<file path="src/rtl/jtag_tap_host.sv">
// Host-side JTAG initiator: sequences TCK/TMS/TDI for IR/DR scans, TAP reset and
// run-idle commands, and returns the TDO bits captured while shifting.
module jtag_tap_host #(
  parameter int MAX_LEN = 32,
  parameter int LEN_W   = $clog2(MAX_LEN + 1)
) (
  input  logic               clk,
  input  logic               tl_reset,
  input  logic               cmd_valid,
  output logic               cmd_ready,
  input  logic [1:0]         cmd_op,
  input  logic [LEN_W-1:0]   cmd_len,
  input  logic [MAX_LEN-1:0] cmd_data,
  output logic               rsp_valid,
  output logic [MAX_LEN-1:0] rsp_data,
  output logic               tck,
  output logic               tms,
  output logic               tdi,
  input  logic               tdo
);

  // state   | meaning
  // RST_SEQ | 6 TCKs, TMS=1,1,1,1,1,0: any TAP state -> Run-Test/Idle
  // IDLE    | tck low, ready for a command (or flagging completion)
  // PRE     | walk from Run-Test/Idle to Shift-IR/DR (Capture only when len==0)
  // SHIFT   | len TCKs moving data out on tdi and tdo into rsp_data
  // POST    | Exit1 -> Update -> Run-Test/Idle
  // RUNI    | len TCKs with TMS=0

  localparam logic [1:0] OP_RESET = 2'b00;
  localparam logic [1:0] OP_IR    = 2'b01;
  localparam logic [1:0] OP_DR    = 2'b10;

  typedef enum logic [2:0] {RST_SEQ, IDLE, PRE, SHIFT, POST, RUNI} state_t;

  state_t             state, state_nx;
  logic               ph, ph_nx;           // 0: next edge drives low phase, 1: next edge raises tck
  logic [LEN_W-1:0]   cnt, cnt_nx;         // TCKs left in the current state, minus one
  logic [LEN_W-1:0]   len_q, len_nx;
  logic [MAX_LEN-1:0] data_sr, data_sr_nx;
  logic [MAX_LEN-1:0] mask, mask_nx;
  logic [MAX_LEN-1:0] rsp_data_nx;
  logic               fin, fin_nx;         // last TCK done, tck falls and we report next edge
  logic               fin_rsp, fin_rsp_nx; // completion belongs to a command (not power-up)
  logic               tck_nx, tms_nx, tdi_nx, rsp_valid_nx;
  logic               tms_cur;
  logic [LEN_W-1:0]   len_cl;

  assign len_cl    = (cmd_len > LEN_W'(MAX_LEN)) ? LEN_W'(MAX_LEN) : cmd_len;
  assign cmd_ready = (state == IDLE) && !fin;

  // With len==0 the last PRE TCK heads to Exit1 instead of Shift.
  always_comb begin
    tms_cur = 1'b0;
    case (state)
      RST_SEQ: tms_cur = (cnt != '0);
      PRE:     tms_cur = (cnt == '0) ? (len_q == '0) : (cnt >= LEN_W'(2));
      SHIFT:   tms_cur = (cnt == '0);
      POST:    tms_cur = (cnt == LEN_W'(1));
      default: tms_cur = 1'b0;
    endcase
  end

  always_comb begin
    state_nx     = state;
    ph_nx        = ph;
    cnt_nx       = cnt;
    len_nx       = len_q;
    data_sr_nx   = data_sr;
    mask_nx      = mask;
    fin_nx       = fin;
    fin_rsp_nx   = fin_rsp;
    tck_nx       = tck;
    tms_nx       = tms;
    tdi_nx       = tdi;
    rsp_valid_nx = 1'b0;
    rsp_data_nx  = rsp_data;
    case (state)
      IDLE: begin
        tck_nx = 1'b0;
        tms_nx = 1'b0;
        tdi_nx = 1'b0;
        if (fin) begin
          fin_nx       = 1'b0;
          rsp_valid_nx = fin_rsp;
        end else if (cmd_valid) begin
          len_nx      = len_cl;
          data_sr_nx  = cmd_data;
          mask_nx     = MAX_LEN'(1);
          rsp_data_nx = '0;
          ph_nx       = 1'b0;
          fin_rsp_nx  = 1'b1;
          case (cmd_op)
            OP_RESET: begin
              state_nx = RST_SEQ;
              cnt_nx   = LEN_W'(5);
            end
            OP_IR: begin
              state_nx = PRE;
              cnt_nx   = LEN_W'(3);
            end
            OP_DR: begin
              state_nx = PRE;
              cnt_nx   = LEN_W'(2);
            end
            default: begin
              if (len_cl == '0) begin
                fin_nx = 1'b1;
              end else begin
                state_nx = RUNI;
                cnt_nx   = len_cl - LEN_W'(1);
              end
            end
          endcase
        end
      end
      default: begin
        if (!ph) begin
          tck_nx = 1'b0;
          tms_nx = tms_cur;
          tdi_nx = (state == SHIFT) && data_sr[0];
          ph_nx  = 1'b1;
        end else begin
          tck_nx = 1'b1;
          ph_nx  = 1'b0;
          cnt_nx = cnt - LEN_W'(1);
          if (state == SHIFT) begin
            if (tdo) rsp_data_nx = rsp_data | mask;
            mask_nx    = {mask[MAX_LEN-2:0], 1'b0};
            data_sr_nx = {1'b0, data_sr[MAX_LEN-1:1]};
          end
          if (cnt == '0) begin
            case (state)
              PRE: begin
                if (len_q == '0) begin
                  state_nx = POST;
                  cnt_nx   = LEN_W'(1);
                end else begin
                  state_nx = SHIFT;
                  cnt_nx   = len_q - LEN_W'(1);
                end
              end
              SHIFT: begin
                state_nx = POST;
                cnt_nx   = LEN_W'(1);
              end
              default: begin
                state_nx = IDLE;
                fin_nx   = 1'b1;
              end
            endcase
          end
        end
      end
    endcase
  end

  always_ff @(posedge clk or negedge tl_reset) begin
    if (!tl_reset) begin
      state     <= RST_SEQ;
      ph        <= 1'b0;
      cnt       <= LEN_W'(5);
      len_q     <= '0;
      data_sr   <= '0;
      mask      <= '0;
      fin       <= 1'b0;
      fin_rsp   <= 1'b0;
      tck       <= 1'b0;
      tms       <= 1'b1;
      tdi       <= 1'b0;
      rsp_valid <= 1'b0;
      rsp_data  <= '0;
    end else begin
      state     <= state_nx;
      ph        <= ph_nx;
      cnt       <= cnt_nx;
      len_q     <= len_nx;
      data_sr   <= data_sr_nx;
      mask      <= mask_nx;
      fin       <= fin_nx;
      fin_rsp   <= fin_rsp_nx;
      tck       <= tck_nx;
      tms       <= tms_nx;
      tdi       <= tdi_nx;
      rsp_valid <= rsp_valid_nx;
      rsp_data  <= rsp_data_nx;
    end
  end

endmodule
</file>
<file path="config.mk">
export PLATFORM = sky130hd
export DESIGN_NAME = jtag_tap_host
export DESIGN_NICKNAME = d
export VERILOG_FILES = /design/src/rtl/jtag_tap_host.sv
export SDC_FILE = /design/constraint.sdc
export NUM_CORES = 1
export LEC_CHECK = 0
export ABC_CLOCK_PERIOD_IN_PS = 5700
export CAP_MARGIN = 15
export CORE_MARGIN = 5
export CORE_UTILIZATION = 32
export DETAILED_ROUTE_END_ITERATION = 16
export SETUP_SLACK_MARGIN = 0.2
export SYNTH_ARGS = -nofsm -noshare
export SYNTH_HDL_FRONTEND = slang
export SYNTH_SLANG_ARGS = --single-unit
</file>
<file path="constraint.sdc">
create_clock -name clk -period 5.7 [get_ports clk]
set_input_delay 0.855 -clock clk [delete_from_list [all_inputs] [get_ports clk]]
set_output_delay 0.855 -clock clk [all_outputs]
set_load 0.005 [all_outputs]
</file>
=== Word level (Yosys, flattened, before mapping) ===
Index checks and enable logic that the tools add are counted.
W data, S select, Z words.

* Add/sub/neg operators: 3
* Order comparisons: 2
* Equality and inequality tests: 13
* Mux-type cells: 57
* Bitwise logic cells: 2
* Reduce and logical (&&, ||, !) cells: 23

{| class="wikitable"
|+ Operators by type and width
! operator !! number
|-
| $mux W32 || 16
|-
| $mux W6 || 8
|-
| $or A32 B32 Y32 || 1
|-
| $mux W1 || 21
|-
| $mux W3 || 7
|-
| $logic_not A6 Y1 || 3
|-
| $pmux W6 S3 || 1
|-
| $sub A6 B1 Y6 const B || 3
|-
| $pmux W3 S2 || 2
|-
| $pmux W6 S2 || 1
|-
| $reduce_and A5 Y1 || 2
|-
| $reduce_and A4 Y1 || 2
|-
| $reduce_bool A2 Y1 || 4
|-
| $eq A3 B2 Y1 const B || 2
|-
| $eq A6 B1 Y1 const B || 1
|-
| $ge A6 B2 Y1 const B || 1
|-
| $gt A6 B6 Y1 const B || 1
|-
| $reduce_and A3 Y1 || 2
|-
| $reduce_bool A6 Y1 || 1
|-
| $ne A5 B2 Y1 const B || 1
|-
| $ne A2 B1 Y1 const B || 2
|-
| $ne A2 B2 Y1 const B || 2
|-
| $ne A4 B3 Y1 const B || 1
|-
| $pmux W1 S4 || 1
|-
| other kinds (12) || 14
|}

* Register bits: 118
* Input bits: 44
* Output and inout bits: 37
* Logic and storage cells: 113

=== Logic depth before layout (Yosys ltp) ===
Gate-level depths: netlist (run 1).

* Depth after elaboration: 8
* Gate-level depth with buffers: 9
* Gate-level depth less buffers: 8

=== Least setup slack after synthesis (run 1) ===
No wires, ideal clock.

* Path kind: input to register
* Start point: input port cmd_len[5]
* End point: register state[1]
* Setup time: 126 ps
* Arrival: 2286 ps
* Required time: 5574 ps
* Path slack: 3288 ps
* Stages: 8
* Path buffers: 1
* Cell sequence: inv_1 nand2_1 ha_1 nor3b_1 a211o_1 and2_4 buf_6 o32a_1

* Cells in the longest elaborated chain, start to end: 5

{| class="wikitable"
|+ Ends and longest elaborated chain
! what !! line !! RTL
|-
| from (decl) || 12 || <nowiki>input logic [LEN_W-1:0] cmd_len,</nowiki>
|-
| $gt A6 B6 Y1 || 49 || <nowiki>assign len_cl = (cmd_len > LEN_W'(MAX_LEN)) ? LEN_W'(MAX_LEN) : cmd_len;</nowiki>
|-
| $mux W6 * || 49 ||
|-
| $logic_not A6 Y1 * || 107 || <nowiki>if (len_cl == '0) begin</nowiki>
|-
| $ne A4 B3 Y1 (no source line) * || -- ||
|-
| $reduce_and A5 Y1 (no source line) * || -- ||
|-
| to (signal assigned) || 174 || <nowiki>state <= state_nx;</nowiki>
|-
| to (decl) || 36 || <nowiki>state_t state, state_nx;</nowiki>
|}

Every way passes the cells marked *; elsewhere a longest branch is shown, timed or not.
A chain may end at the register's enable or synchronous reset.

=== Worst setup path after layout (run 1) ===
* Start point: input port cmd_valid
* End point: register rsp_data[14]

* Cells in the longest elaborated chain, start to end: 2

{| class="wikitable"
|+ Ends and longest elaborated chain
! what !! line !! RTL
|-
| from (decl) || 9 || <nowiki>input logic cmd_valid,</nowiki>
|-
| $ne A2 B2 Y1 (no source line) || -- ||
|-
| $reduce_and A5 Y1 (no source line) || -- ||
|-
| to (signal assigned) || 186 || <nowiki>rsp_data <= rsp_data_nx;</nowiki>
|-
| to (decl) || 15 || <nowiki>output logic [MAX_LEN-1:0] rsp_data,</nowiki>
|}

No other way between the ends.

==> results of run 1 <==
per-layer routing:
layer / vias up / wire, microns / GRT usage
met4: 0 / 83 / 0.0432
met2: 95 / 5850 / 0.213
met5: - / 0 / 0
li1: 1943 / - / -
met1: 1872 / 6080 / 0.183
met3: 8 / 565 / 0.0435
path summary, 6_finish.rpt:
check / startpoint / slack [ps] / depth (start not counted) / end
max: cmd_valid / 2600 / 8 / rsp_data[14]
min: fin_rsp / 460 / 1 / fin_rsp
max reg2reg: state[1] / 2960 / 7 / rsp_data[14]
min reg2reg: fin_rsp / 460 / 1 / fin_rsp
max in group asynchronous: tl_reset / 3930 / 2 / data_sr[30]
min in group asynchronous: tl_reset / 520 / 1 / data_sr[20]
placed cells by master, fill, tap and decap left out, drive strengths merged, types with 3 or more instances in the layout:
master / n
a21o: 3
or4: 3
nand2b: 5
a22o: 31
mux2i: 32
buf: 7
ha: 10
inv: 12
dfrtp: 115
clkinv: 3
a211oi: 3
nand3b: 3
dfstp: 3
nor3b: 5
nand2: 56
nor4: 4
a21oi: 44
clkdlybuf4s50: 79
nor2: 51
o31ai: 3
nor3: 4
nand3: 8
clkbuf: 27
o21ai: 44
nor2b: 4
a31oi: 4
flip-flops by register name, summed over array words and instances, names as in the netlist:
signal	flops
mask	32
len_q	6
ph	1
tck	1
fin	1
state	3
tms	1
tdi	1
data_sr	32
fin_rsp	1
cnt	6
rsp_data	32
rsp_valid	1
worst reg2reg max path, delay by kind of cell (launching register included):
kind | cells | cell delay, ps
AOI/OAI and AO/OA | 2 | 320
buffers and inverters | 2 | 690
DFF | 1 | 500
and+or+nand+nor | 3 | 1160
power groups by stage:
stage | clock network (mW) | registers (mW) | logic, mW
after global placement | 0 | 1.11 | 0.703
after global routing | 1.04 | 1.13 | 0.813
final | 0.977 | 1.11 | 0.720
after detailed placement | 0 | 1.12 | 0.714
after CTS | 1.00 | 1.10 | 0.722
after floorplan | 0 | 1.05 | 0.567
final cells by class:
| type | instances | area share |
|---|---|---|
| Inverter | 12 | 0.00661 |
| Sequential cell | 118 | 0.434 |
| Tap cell | 220 | 0.0404 |
| Timing Repair Buffer | 86 | 0.127 |
| Clock inverter | 3 | 0.00220 |
| Clock buffer | 27 | 0.0783 |
| Multi-Input combinational cell | 344 | 0.312 |
logic make-up (layout without fill, tap and decap cells):
logic type / Yosys count / after routing
adder cells (fa/ha/maj): 10 / 10
XOR/XNOR: 3 / 3
buffers and inverters: 46 / 128
AO/OA/AOI/OAI: 148 / 148
flip-flops: 118 / 118
AND/OR/NAND/NOR: 151 / 151
multiplexers: 32 / 32
==> results.ini, run 1 <==
[worst_setup_path]
critPathKind = primary input to flip-flop
worstPathCellList = clkdlybuf4s50_1 -> or3b_1 -> a21o_2 -> buf_4 -> nor2_2 -> buf_4 -> a21oi_1 -> nor2_1
required_ps = 6040
path_max_fanout = 97
critPathTopFamily = buffers and inverters
critical-path-max-stage-delay_ps = 560
arrival_ps = 3440
startpoint_type = primary input
worst-path-buf-inv = 3
critPathSlowestCell = nor2_2
crit_top_cell = buf_4
cp-end-kind = flip-flop

[final_layout]
seq_area_sq_um = 2960
multi_input_area_sq_um = 2120
syn2layout_area_growth_pct = 29.3
design_area_sq_um = 6810
nets = 633
diodes = 0
stdcell_count = 810
fillers = 1605
utilization = 0.417
drive_gt1_frac = 0.0780

[yosys]
synth_compound_gate_area_share = 0.178
synthesis.nets = 562
ys_ff_latch = 118
yosysTopAreaCell = dfrtp_1
synthXorXnorAreaFrac = 0.00499
muxShareOfSynthArea = 0.0608
yosys.area_share.simple = 0.133
netlist.area_leader.share = 0.546
yosysMostFrequentCell = dfrtp_1
synthCells = 508
synth_edf_count = 0
ys_top_cells_by_count = 115 x dfrtp_1, 56 x nand2_1, 50 x nor2_1
syn_area_sq_um = 5270
synth_top_family_by_area = compound AO/OA/AOI/OAI gates
synth_fa_ha_area_frac = 0.0237
ys.warnings.count = 0
netlist_top_cells_area = dfrtp_1 55%, mux2i_1 6.1%, a22o_1 5.2%, a21oi_1 4.2%, o21ai_0 4.2%
syn_area_per_cell_sq_um = 10.4
synth_cell_types = 52
synth_seq_area_share = 0.561
yosys_most_used_dff = dfrtp_1
synthArstFlopShare = 1.00

[sta]
hold_violations = 0
fin_crit_sh = 0.545
holdWs_ps = 458
period_minus_slack_ps = 3100
maxSlewViolCount = 0
fin_skew_ps = 9.65
maxSlewHeadroom = 0.419
setup_violations = 0
worst_pin_slew_ps = 872
setup_ws_ps = 2600
tns_ps = 0
timing.fmax_mhz = 322
rsz0062_at_grt = no

[placement]
port_buffers = 80
dpl_cell_area_sq_um = 6240
hpwl_microns = 8340
place.gp.congestion = 0.847
place_inst = 779
place_ws_ps = 2220

[global_routing]
grt_max_degree = 98
grt_pass1_vias = 4071
grt_usage = 0.137
grt_pass1_wl_microns = 21500
antenna_found_initial = 0
overflow = 0

[clocking]
cts_setup_buffers = 0
cts_resized = 0
clockBufferDepth = 2
clock_latency_ps = 410
root_buffer = clkbuf_16
holdBufCountCts = 0
cts_tree = done
htreeDepth = 4
cts_buffers = 17
path_clk_slew_ps = 50
clkSinkCount = 118

[floorplanning]
die_area_sq_um = 19100
num_rows = 47
core_sq_um = 16300
die_h_microns = 138
io_pins = 81
start_util = 0.322
die_w_microns = 138

[power]
clockPowerShare = 0.348
peakVddDrop_v = 0.000246
power_density_nw_per_um2 = 412
p_leak_nw = 2.99
finalPower_mw = 2.80
swShare = 0.317
comb_power_share = 0.257
switching_power_uw = 889
p_int_mw = 1.91
seq_power_share = 0.395

[min_path]
worstHoldPathType = flip-flop to flip-flop

[flow_run]
drv_cap = 0

[detailed_routing]
avgRoutedWirePerCell_microns = 15.5
drc = 0
first_pass_iters = 4
drt-initial-drc-count = 358
ant_nets = 0
viasPerCell = 4.84
finalWirelength_microns = 12600
num_vias = 3918

[outcome]
outcome = complete, no violations

(Power assumes the default switching activity.)
==> run 2: changes to the inputs <==
- ABC_CLOCK_PERIOD_IN_PS: 5700 -> 3000
- clock period: 5.7 -> 3 ns (I/O delays scaled with it)
==> results.ini, run 2 (synthesized netlist as in run 1, its figures left out) <==
[flow_run]
drv_cap = 0  ; unchanged

[clocking]
holdBufCountCts = 0  ; unchanged
cts_setup_buffers = 0  ; unchanged
root_buffer = clkbuf_16
cts_resized = 0  ; unchanged
htreeDepth = 4  ; unchanged
cts_tree = done
clock_latency_ps = 410  ; about the same
clkSinkCount = 118  ; unchanged
path_clk_slew_ps = 50  ; about the same
clockBufferDepth = 2  ; unchanged
cts_buffers = 17  ; unchanged

[power]
clockPowerShare = 0.366  ; +0.018
p_leak_nw = 3.02  ; +1.1%
swShare = 0.326  ; +0.00873
finalPower_mw = 5.53  ; +97%
switching_power_mw = 1.80  ; +100%
seq_power_share = 0.384  ; -0.011
power_density_nw_per_um2 = 804  ; +95%
peakVddDrop_v = 0.000435  ; +77%
comb_power_share = 0.251  ; -0.006
p_int_mw = 3.73  ; +95%

[final_layout]
final_common_cell = dfrtp_1
diodes = 0  ; unchanged
utilization = 0.421  ; +0.00444
nets = 638  ; +0.79%
final_cell_mix = 115 x dfrtp_1, 79 x clkdlybuf4s50_1, 56 x nand2_1
syn2layout_area_growth_pct = 30.7
reg_top3 = data_sr: 32 flops, mask: 32 flops, rsp_data: 32 flops
drive_gt1_frac = 0.0923  ; +0.0143

[detailed_routing]
avgRoutedWirePerCell_microns = 15.8  ; +1.7%
ant_nets = 0  ; unchanged
first_pass_iters = 4  ; unchanged
num_vias = 3998  ; +2.0%
drc = 0  ; unchanged
finalWirelength_microns = 12900  ; +2.4%
drt-initial-drc-count = 269  ; -25%
viasPerCell = 4.90  ; +1.3%

[global_routing]
grt_pass1_vias = 4081  ; +0.25%
grt_pass1_wl_microns = 21600  ; +0.67%
grt.met1_usage = 0.181  ; -0.00224
overflow = 0  ; unchanged
grt_usage = 0.139  ; +0.00244
antenna_found_initial = 1  ; +1
use_met3 = 0.0521  ; +0.00863
grt_max_degree = 65  ; -34%
use_met2 = 0.214  ; +0.00103
busiest_layer = met2

[floorplanning]
die_w_microns = 138  ; unchanged
start_util = 0.322  ; unchanged
die_area_sq_um = 19100  ; unchanged
core_sq_um = 16300  ; unchanged
io_pins = 81  ; unchanged
die_h_microns = 138  ; unchanged
num_rows = 47  ; unchanged

[worst_setup_path]
arrival_ps = 2140  ; -1300 ps
path_max_fanout = 12  ; -88%
critPathKind = flip-flop to primary output
startpoint_type = flip-flop
required_ps = 2550  ; -3490 ps
cp-end-kind = primary output

[placement]
hpwl_microns = 8590  ; +2.9%
port_buffers = 80  ; unchanged
place.gp.congestion = 0.816  ; -3.6%

[sta]
period_minus_slack_ps = 2590
holdWs_ps = 103  ; -355 ps
tns_ps = 0  ; unchanged
timing.fmax_mhz = 386
maxSlewViolCount = 0  ; unchanged
rsz0062_at_grt = no
setup_violations = 0  ; unchanged
worst_pin_slew_ps = 731  ; -141 ps
hold_violations = 0  ; unchanged
maxSlewHeadroom = 0.513  ; +0.0939
fin_skew_ps = 7.07  ; -2.58 ps
fin_crit_sh = 0.864

[min_path]
worstHoldPathType = primary input to async pin

[outcome]
outcome = complete, no violations

==> run 2: area by class of cell <==
type / count / area (sq um)
clock buffer: 20 / 467
clock inverter: 11 / 124
fill: 1617 / 9460
inverter: 12 / 45.0
multi-input combinational: 344 / 2120
sequential: 118 / 2960
tap: 220 / 275
timing repair buffer: 91 / 893
==> run 2: worst paths after layout <==
path	slack (ps)	depth (start not counted)	to	from
setup / recovery	410	3	cmd_ready	state[0]
hold / removal	100	1	data_sr[24]	tl_reset
setup reg to reg	780	7	cnt[5]	cnt[0]
hold reg to reg	460	1	fin_rsp	fin_rsp
max in group asynchronous	2180	2	mask[20]	tl_reset
min in group clk	460	1	fin_rsp	fin_rsp
==> run 2: per-layer routing <==
layer  share of wire  wire length [microns]  vias up
met5         0.00054                      7        -
met4           0.015                    191        2
met3           0.051                    660       16
met2            0.47                   6040       87
met1            0.47                   6000     1941
li1                -                      -     1952
==> run 2: per-stage QoR <==
stage | setup WS, ps | instance area, sq um | instances
final | 408 | 6880 | 816
after CTS | 362 | 6880 | 816
after global placement | 473 | 6290 | 785
after global routing | 269 | 6880 | 816
after detailed placement | 404 | 6290 | 785
after floorplan | 993 | 5270 | 508
==> run 2: critical path, cell delays in order, from the launching register on <==
cell,delay [ps]
dfrtp_1,550
or3b_4,520
nor2_1,140
clkdlybuf4s50_1,520
==> run 2: power groups by stage <==
stage | sequential (mW) | combinational (mW) | clock, mW
finish | 2.12 | 1.39 | 2.02
global route | 2.16 | 1.56 | 2.16
CTS | 2.12 | 1.40 | 2.08
detailed placement | 2.14 | 1.40 | 0
global placement | 2.14 | 1.37 | 0
floorplan | 2.00 | 1.08 | 0
==> run 3: changes to the inputs <==
- CTS_CLUSTER_DIAMETER: default -> 80
==> results of run 3 <==
The final DEF is identical to that of run 2; final timing and power are the same.
